===== config.mk =====
export PLATFORM = sky130hd
export DESIGN_NAME = axi_lite_arb2
export DESIGN_NICKNAME = d
export VERILOG_FILES = /design/src/rtl/axi_lite_arb2.sv
export SDC_FILE = /design/constraint.sdc
export NUM_CORES = 1
export LEC_CHECK = 0
export CORE_AREA = 2 2 168 170
export CTS_BUF_LIST = sky130_fd_sc_hd__clkbuf_16
export CTS_CLUSTER_DIAMETER = 100
export DETAILED_ROUTE_END_ITERATION = 10
export DIE_AREA = 0 0 170 172
export PLACE_DENSITY = 0.62
export SETUP_SLACK_MARGIN = 0.2
export SYNTH_ARGS = -nofsm -noshare
export SYNTH_HDL_FRONTEND = slang
export SYNTH_SLANG_ARGS = --single-unit

===== constraint.sdc =====
create_clock -name clk -period 2.6 [get_ports clk]
set_input_delay 0.65 -clock clk [delete_from_list [all_inputs] [get_ports clk]]
set_output_delay 0.65 -clock clk [all_outputs]
set_load 0.01 [all_outputs]

===== src/rtl/axi_lite_arb2.sv =====
// Two-master AXI4-Lite arbiter in front of the peripheral bridge. One transaction
// (read or write) is outstanding on the slave side at a time; round-robin between masters.
module axi_lite_arb2 #(
    parameter bit RESET_PRIO = 1'b0
) (
    input  logic        clk,
    input  logic        rst,
    // master 0
    input  logic [31:0] m0_araddr,
    input  logic        m0_arvalid,
    output logic        m0_arready,
    output logic [31:0] m0_rdata,
    output logic        m0_rvalid,
    input  logic        m0_rready,
    input  logic [31:0] m0_awaddr,
    input  logic        m0_awvalid,
    output logic        m0_awready,
    input  logic [31:0] m0_wdata,
    input  logic [3:0]  m0_wstrb,
    input  logic        m0_wvalid,
    output logic        m0_wready,
    output logic        m0_bvalid,
    input  logic        m0_bready,
    // master 1
    input  logic [31:0] m1_araddr,
    input  logic        m1_arvalid,
    output logic        m1_arready,
    output logic [31:0] m1_rdata,
    output logic        m1_rvalid,
    input  logic        m1_rready,
    input  logic [31:0] m1_awaddr,
    input  logic        m1_awvalid,
    output logic        m1_awready,
    input  logic [31:0] m1_wdata,
    input  logic [3:0]  m1_wstrb,
    input  logic        m1_wvalid,
    output logic        m1_wready,
    output logic        m1_bvalid,
    input  logic        m1_bready,
    // slave
    output logic [31:0] s_araddr,
    output logic        s_arvalid,
    input  logic        s_arready,
    input  logic [31:0] s_rdata,
    input  logic        s_rvalid,
    output logic        s_rready,
    output logic [31:0] s_awaddr,
    output logic [31:0] s_wdata,
    output logic [3:0]  s_wstrb,
    output logic        s_awvalid,
    output logic        s_wvalid,
    input  logic        s_awready,
    input  logic        s_wready,
    input  logic        s_bvalid,
    output logic        s_bready,
    output logic [1:0]  grant,
    output logic        busy
);

    typedef enum logic [2:0] {IDLE, RD_ADDR, RD_DATA, WR_ADDR, WR_RESP} state_t;

    state_t      state_q, state_d;
    logic        prio_q;
    logic        owner_q;
    logic [31:0] addr_q;
    logic [31:0] wdata_q;
    logic [3:0]  wstrb_q;

    logic req0, req1, wr0, wr1, sel, sel_rd, sel_wr;
    logic acc_rd, acc_wr, done;

    // A write only counts as a request once both address and data are offered.
    assign wr0    = m0_awvalid && m0_wvalid;
    assign wr1    = m1_awvalid && m1_wvalid;
    assign req0   = m0_arvalid || wr0;
    assign req1   = m1_arvalid || wr1;
    assign sel    = (req0 && req1) ? prio_q : req1;
    assign sel_rd = sel ? m1_arvalid : m0_arvalid;
    assign sel_wr = sel ? wr1 : wr0;

    always_comb begin
        state_d    = state_q;
        acc_rd     = 1'b0;
        acc_wr     = 1'b0;
        done       = 1'b0;
        m0_arready = 1'b0;
        m1_arready = 1'b0;
        m0_awready = 1'b0;
        m1_awready = 1'b0;
        m0_wready  = 1'b0;
        m1_wready  = 1'b0;
        m0_rvalid  = 1'b0;
        m1_rvalid  = 1'b0;
        m0_bvalid  = 1'b0;
        m1_bvalid  = 1'b0;
        s_arvalid  = 1'b0;
        s_awvalid  = 1'b0;
        s_wvalid   = 1'b0;
        s_rready   = 1'b0;
        s_bready   = 1'b0;
        case (state_q)
            IDLE: begin
                // Accepts are suppressed while rst is high so nothing is handshaken during reset.
                if (!rst && (req0 || req1)) begin
                    if (sel_rd) begin
                        acc_rd     = 1'b1;
                        m0_arready = !sel;
                        m1_arready = sel;
                        state_d    = RD_ADDR;
                    end else if (sel_wr) begin
                        acc_wr     = 1'b1;
                        m0_awready = !sel;
                        m0_wready  = !sel;
                        m1_awready = sel;
                        m1_wready  = sel;
                        state_d    = WR_ADDR;
                    end
                end
            end
            RD_ADDR: begin
                s_arvalid = 1'b1;
                if (s_arready) state_d = RD_DATA;
            end
            RD_DATA: begin
                m0_rvalid = !owner_q && s_rvalid;
                m1_rvalid = owner_q && s_rvalid;
                s_rready  = owner_q ? m1_rready : m0_rready;
                if (s_rvalid && s_rready) begin
                    done    = 1'b1;
                    state_d = IDLE;
                end
            end
            WR_ADDR: begin
                s_awvalid = 1'b1;
                s_wvalid  = 1'b1;
                if (s_awready && s_wready) state_d = WR_RESP;
            end
            WR_RESP: begin
                m0_bvalid = !owner_q && s_bvalid;
                m1_bvalid = owner_q && s_bvalid;
                s_bready  = owner_q ? m1_bready : m0_bready;
                if (s_bvalid && s_bready) begin
                    done    = 1'b1;
                    state_d = IDLE;
                end
            end
            default: state_d = IDLE;
        endcase
    end

    always_ff @(posedge clk) begin
        if (rst) begin
            state_q <= IDLE;
            prio_q  <= RESET_PRIO;
            owner_q <= 1'b0;
            addr_q  <= '0;
            wdata_q <= '0;
            wstrb_q <= '0;
        end else begin
            state_q <= state_d;
            if (acc_rd) begin
                owner_q <= sel;
                addr_q  <= sel ? m1_araddr : m0_araddr;
            end
            if (acc_wr) begin
                owner_q <= sel;
                addr_q  <= sel ? m1_awaddr : m0_awaddr;
                wdata_q <= sel ? m1_wdata : m0_wdata;
                wstrb_q <= sel ? m1_wstrb : m0_wstrb;
            end
            // Priority always passes to the other master, requesting or not.
            if (done) prio_q <= !owner_q;
        end
    end

    assign s_araddr = addr_q;
    assign s_awaddr = addr_q;
    assign s_wdata  = wdata_q;
    assign s_wstrb  = wstrb_q;
    assign m0_rdata = s_rdata;
    assign m1_rdata = s_rdata;
    assign busy     = (state_q != IDLE);
    assign grant    = busy ? (owner_q ? 2'b10 : 2'b01) : 2'b00;

endmodule


======== After elaboration in Yosys (flattened, before gate mapping) ========
Cells that the tools add are included.
operators by class
  add/subtract/negate cells ............... 0
  multiply operators ...................... 0
  divide/modulo/power cells ............... 0
  $lt $le $gt $ge ......................... 0
  equal/unequal tests ..................... 10
  shift-type cells ........................ 0
  multiplexer cells ....................... 55
  bitwise gates (word level) .............. 0
  reductions and logical operators ........ 21
operator list
  kind                                                             count
  32-bit 2-to-1 mux                                                5
  1-bit 2-to-1 mux                                                 38
  3-bit 2-to-1 mux                                                 7
  3-bit one-hot mux with 5 select lines                            1
  1-bit logical AND                                                11
  2-bit inequality test, second input constant                     5
  3-bit by 2-bit == test with 1-bit output, second input constant  2
  6-bit AND reduction                                              1
  2-bit 2-to-1 mux                                                 2
  4-bit 2-to-1 mux                                                 1
  3-bit by 1-bit == test with 1-bit output, second input constant  1
  3-bit == test, second input constant                             1
  1-bit zero test                                                  3
  3-bit zero test                                                  1
  1-bit logical OR                                                 3
  3-bit inequality test, second input constant                     1
  3-bit nonzero test                                               1
  1-bit one-hot mux with 2 select lines                            1
  2-bit nonzero test                                               1
storage, ports and cells
  register bits ........................... 73
  bits in latches ......................... 0
  memory bits (writable) .................. 0
  bits in read-only memories .............. 0
  input bits .............................. 249
  output and inout port bits .............. 182
  memories kept ........................... 0

======== Depth between registers and ports, before layout ========
  depth in word-level cells ............... 10
  gate-level depth with buffers ........... 9
  mapped depth without buffers ............ 5

======== Worst setup path after synthesis ========
Ideal clock, no wire load.
  kind .................................... input to output
  from .................................... input port m0_awvalid
  to ...................................... output port m0_wready
  data arrival time ....................... 2372 ps
  data required time ...................... 1950 ps
  setup slack ............................. -422 ps
  stages .................................. 7
  path through ............................ a21oi_1 > o2bb2ai_1 > buf_2 > buf_4 > buf_2 > nor4b_1 > buf_4
between the ends
  cells in the longest elaborated chain, start to end .. 9
  elaborated cells between the ends (all ways) .. 13
RTL lines
  element                                                     RTL line  source
  start: declaration                                          16        input logic m0_awvalid,
  1-bit logical AND (*)                                       73        assign wr0 = m0_awvalid && m0_wvalid;
  1-bit logical OR                                            75        assign req0 = m0_arvalid || wr0;
  1-bit logical AND                                           77        assign sel = (req0 && req1) ? prio_q : req1;
  1-bit 2-to-1 mux                                            77
  1-bit 2-to-1 mux / 1-bit zero test (equally long branches)  n/a
  1-bit 2-to-1 mux (2 in a row)                               n/a
  1-bit 2-to-1 mux (*) (2 in a row)                           n/a
  end: declaration                                            21        output logic m0_wready,
Every way passes the cells marked *; elsewhere a longest branch is shown, timed or not.

======== Worst setup path after layout ========
  from .................................... register state_q[1]
  to ...................................... output port m1_wready
between the ends
  cells in the longest elaborated chain, start to end .. 2
RTL lines
  element                   RTL line  source
  start: declaration        62        state_t state_q, state_d;
  start signal: assignment  160       state_q <= state_d;
  3-bit zero test           101       case (state_q)
  1-bit 2-to-1 mux          101
  end: declaration          37        output logic m1_wready,
Every way passes these cells.

==> flow_metrics.py <==
metrics = {
    "placed_design": {
        "io_buffer_count": 334,
        "dp_hpwl_um": 14800,
        "gp_congestion": 0.799,
    },
    "timing": {
        "maxSlewViolCount": 0,
        "setup_tns_ns": -0.149,
        "finalSetupViolations": 4,
        "setup_ws_ns": -0.0480,
        "maxSlewHeadroom": 0.549,
        "fin_skew_ns": 0.00889,
        "clock.fmax_mhz": 378,
        "rsz0062_at_grt": "yes",
        "fin_crit_sh": 1.02,
        "hold_violations": 0,
        "min_period_ns": 2.65,
        "worst_pin_slew_ns": 0.676,
    },
    "clock_tree": {
        "clk_pin_slew_ns": 0.07,
        "cts_tree": "built",
        "clock_path_buffers": 2,
        "insertion_delay_ns": 0.34,
        "htree_num_levels": 3,
        "cts_buffers": 9,
        "cts_root_buffer": "clkbuf_16",
        "cts.sinks": 73,
    },
    "grt": {
        "grt_pass1_wl_um": 26500,
        "grt_max_degree": 53,
        "grt_pass1_vias": 4682,
        "grtUsageTotal": 0.120,
        "antenna_found_initial": 1,
        "grt.overflow.total": 0,
    },
    "floorplanning": {
        "die_h_um": 172,
        "initial_core_util": 0.178,
        "die_w_um": 170,
        "fp-row-count": 61,
        "boundaryPins": 431,
        "die-area_sq_um": 29200,
        "core_sq_um": 27500,
    },
    "detailed_routing": {
        "wirelength_um": 20200,
        "dr.pass1.iters": 5,
        "routedWlPerCell_um": 17.7,
        "vias": 4889,
        "drcViolationCount": 0,
        "drtIter0Drc": 274,
        "drt.antenna.violating_nets": 0,
        "vias_per_cell": 4.28,
    },
    "finish": {
        "drive_above_1_share": 0.265,
        "antenna_cells": 0,
        "finalNetCount": 1040,
        "area_growth_pct": 82.6,
        "mostFrequentLayoutCell": "clkdlybuf4s50_1",
        "layout_common_cells": "clkdlybuf4s50_1 (310), nor2_1 (74), dfxtp_1 (72)",
    },
    "setup_path": {
        "slowest_delay_ns": 0.39,
        "cp_common_cell": "buf_6",
        "slowest_stage": "or3_4",
        "path_cells": "or3_4, a211o_4, buf_6, buf_6, nor4_4, buf_2",
        "end_kind": "primary output",
        "arrival_ns": 2.00,
        "crit_buf_inv": 3,
        "critPathKind": "register to primary output",
        "cp_top_family": "simple AND/OR/NAND/NOR gates",
        "cp_max_fo": 3,
        "required_ns": 1.95,
        "startpoint_type": "register",
    },
    "synth": {
        "synth_edf_count": 0,
        "syn-cell-area_sq_um": 4900,
        "synth-main-ff-cell": "dfxtp_1",
        "synth_fp_nets": 764,
        "avgSynthCellArea_sq_um": 9.52,
        "ys.warnings.count": 0,
        "synth-seq-cells": 73,
        "synthCells": 515,
        "yosysSeqAreaShare": 0.298,
        "yosysUniqueCellTypes": 40,
        "async_flop_share": 0,
    },
    "power_and_ir_drop": {
        "p_leak_nw": 3.47,
        "fin_total_pwr_mw": 4.52,
        "max-vdd-ir-drop_uv": 289,
        "p_per_area_nw_per_um2": 505,
    },
    "run": {
        "max_cap_viol_count": 0,
    },
    "outcome": {
        "violations": "setup timing",
        "status": "finished with violations",
    },
    "min_path": {
        "hold_path_class": "register to register",
    },
}
## worst register-to-register path: cells and delay by family, from the launching register on
kind,cells,cell delay (ns)
buffers and inverters,6,0.78
DFF,1,0.32
and+or+nand+nor,2,0.52
AOI/OAI and AO/OA,3,0.69
## final timing paths
kind,start,to,slack (ns),depth (start not counted)
worst max-delay path,state_q[1],m1_wready,-0.05,6
worst min register to register,s_wstrb[0],s_wstrb[0],0.50,2
worst max register to register,state_q[1],s_araddr[25],0.23,11
worst min-delay path,s_wstrb[0],s_wstrb[0],0.50,2
## state kept, by name, summed over array words and instances (netlist names)
name and count:
state_q 3, s_araddr 32, prio_q 1, owner_q 1, s_wdata 32, s_wstrb 4
## synth_stat cells (2+ instances only)
cell type | n | area share
clkbuf_1 | 16 | 0.012
dfxtp_1 | 73 | 0.30
nor3_1 | 2 | 0.0020
nor4bb_1 | 2 | 0.0041
a211oi_1 | 6 | 0.0092
nand2b_1 | 2 | 0.0026
a31oi_1 | 2 | 0.0026
and2_1 | 3 | 0.0038
buf_6 | 3 | 0.0069
mux2i_1 | 38 | 0.078
buf_2 | 14 | 0.014
a21oi_1 | 7 | 0.0071
mux2_2 | 64 | 0.15
a222oi_1 | 31 | 0.063
a22oi_1 | 2 | 0.0031
a211oi_2 | 30 | 0.077
nor2b_1 | 3 | 0.0038
nor3b_1 | 2 | 0.0031
nor2_1 | 78 | 0.060
buf_4 | 106 | 0.16
nand2_1 | 8 | 0.0061
inv_1 | 5 | 0.0038
## layout make-up
type,count,area [sq um]
Inverter,5,18.8
Clock buffer,9,225
Tap cell,346,433
Clock inverter,7,126
Multi-Input combinational cell,297,2580
Sequential cell,73,1460
Fill cell,2840,18500
Timing Repair Buffer,405,4100
## power breakdown
group          total (mW)  switching (mW)  internal [mW]
Clock                1.50           0.550          0.951
Combinational        1.71           0.675           1.03
Sequential           1.31          0.0899           1.22
Total                4.52            1.32           3.20
## layer usage
layer	wire, um	share of wire	global-route usage
met5	0	0	0
met4	482	0.024	0.0531
met3	1710	0.084	0.0359
met2	10100	0.50	0.213
met1	7870	0.39	0.134
## logic make-up (layout without fill, tap and decap cells)
| kind of cell | after synthesis | count (layout) | share of synthesized area |
|---|---|---|---|
| AO/OA/AOI/OAI | 88 | 88 | 0.179 |
| buffers and inverters | 145 | 426 | 0.203 |
| flip-flops | 73 | 73 | 0.298 |
| multiplexers | 102 | 102 | 0.225 |
| AND/OR/NAND/NOR | 107 | 107 | 0.0955 |
## per-stage QoR
step	util	instances	hold WS, ns	setup slack, ns	cell area (sq um)
after floorplan	-	515	0.520	0.0627	4980
after global placement	0.298	1105	0.486	-0.691	8180
after detailed placement	0.298	1105	0.501	-0.715	8180
after CTS	0.312	1126	0.511	-0.0899	8570
after global routing	0.326	1142	0.516	-0.129	8950
final	0.326	1142	0.499	-0.0480	8950
## repair_timing
item,in CTS,in global routing
gates resized for setup,59,46
endpoints found under the hold margin,0,0
pin swaps,7,45
buffers inserted,5,11
cloned,0,5
endpoints found under the setup margin,84,34
hold buffers,0,0
Power figures use the tool's default switching activity.
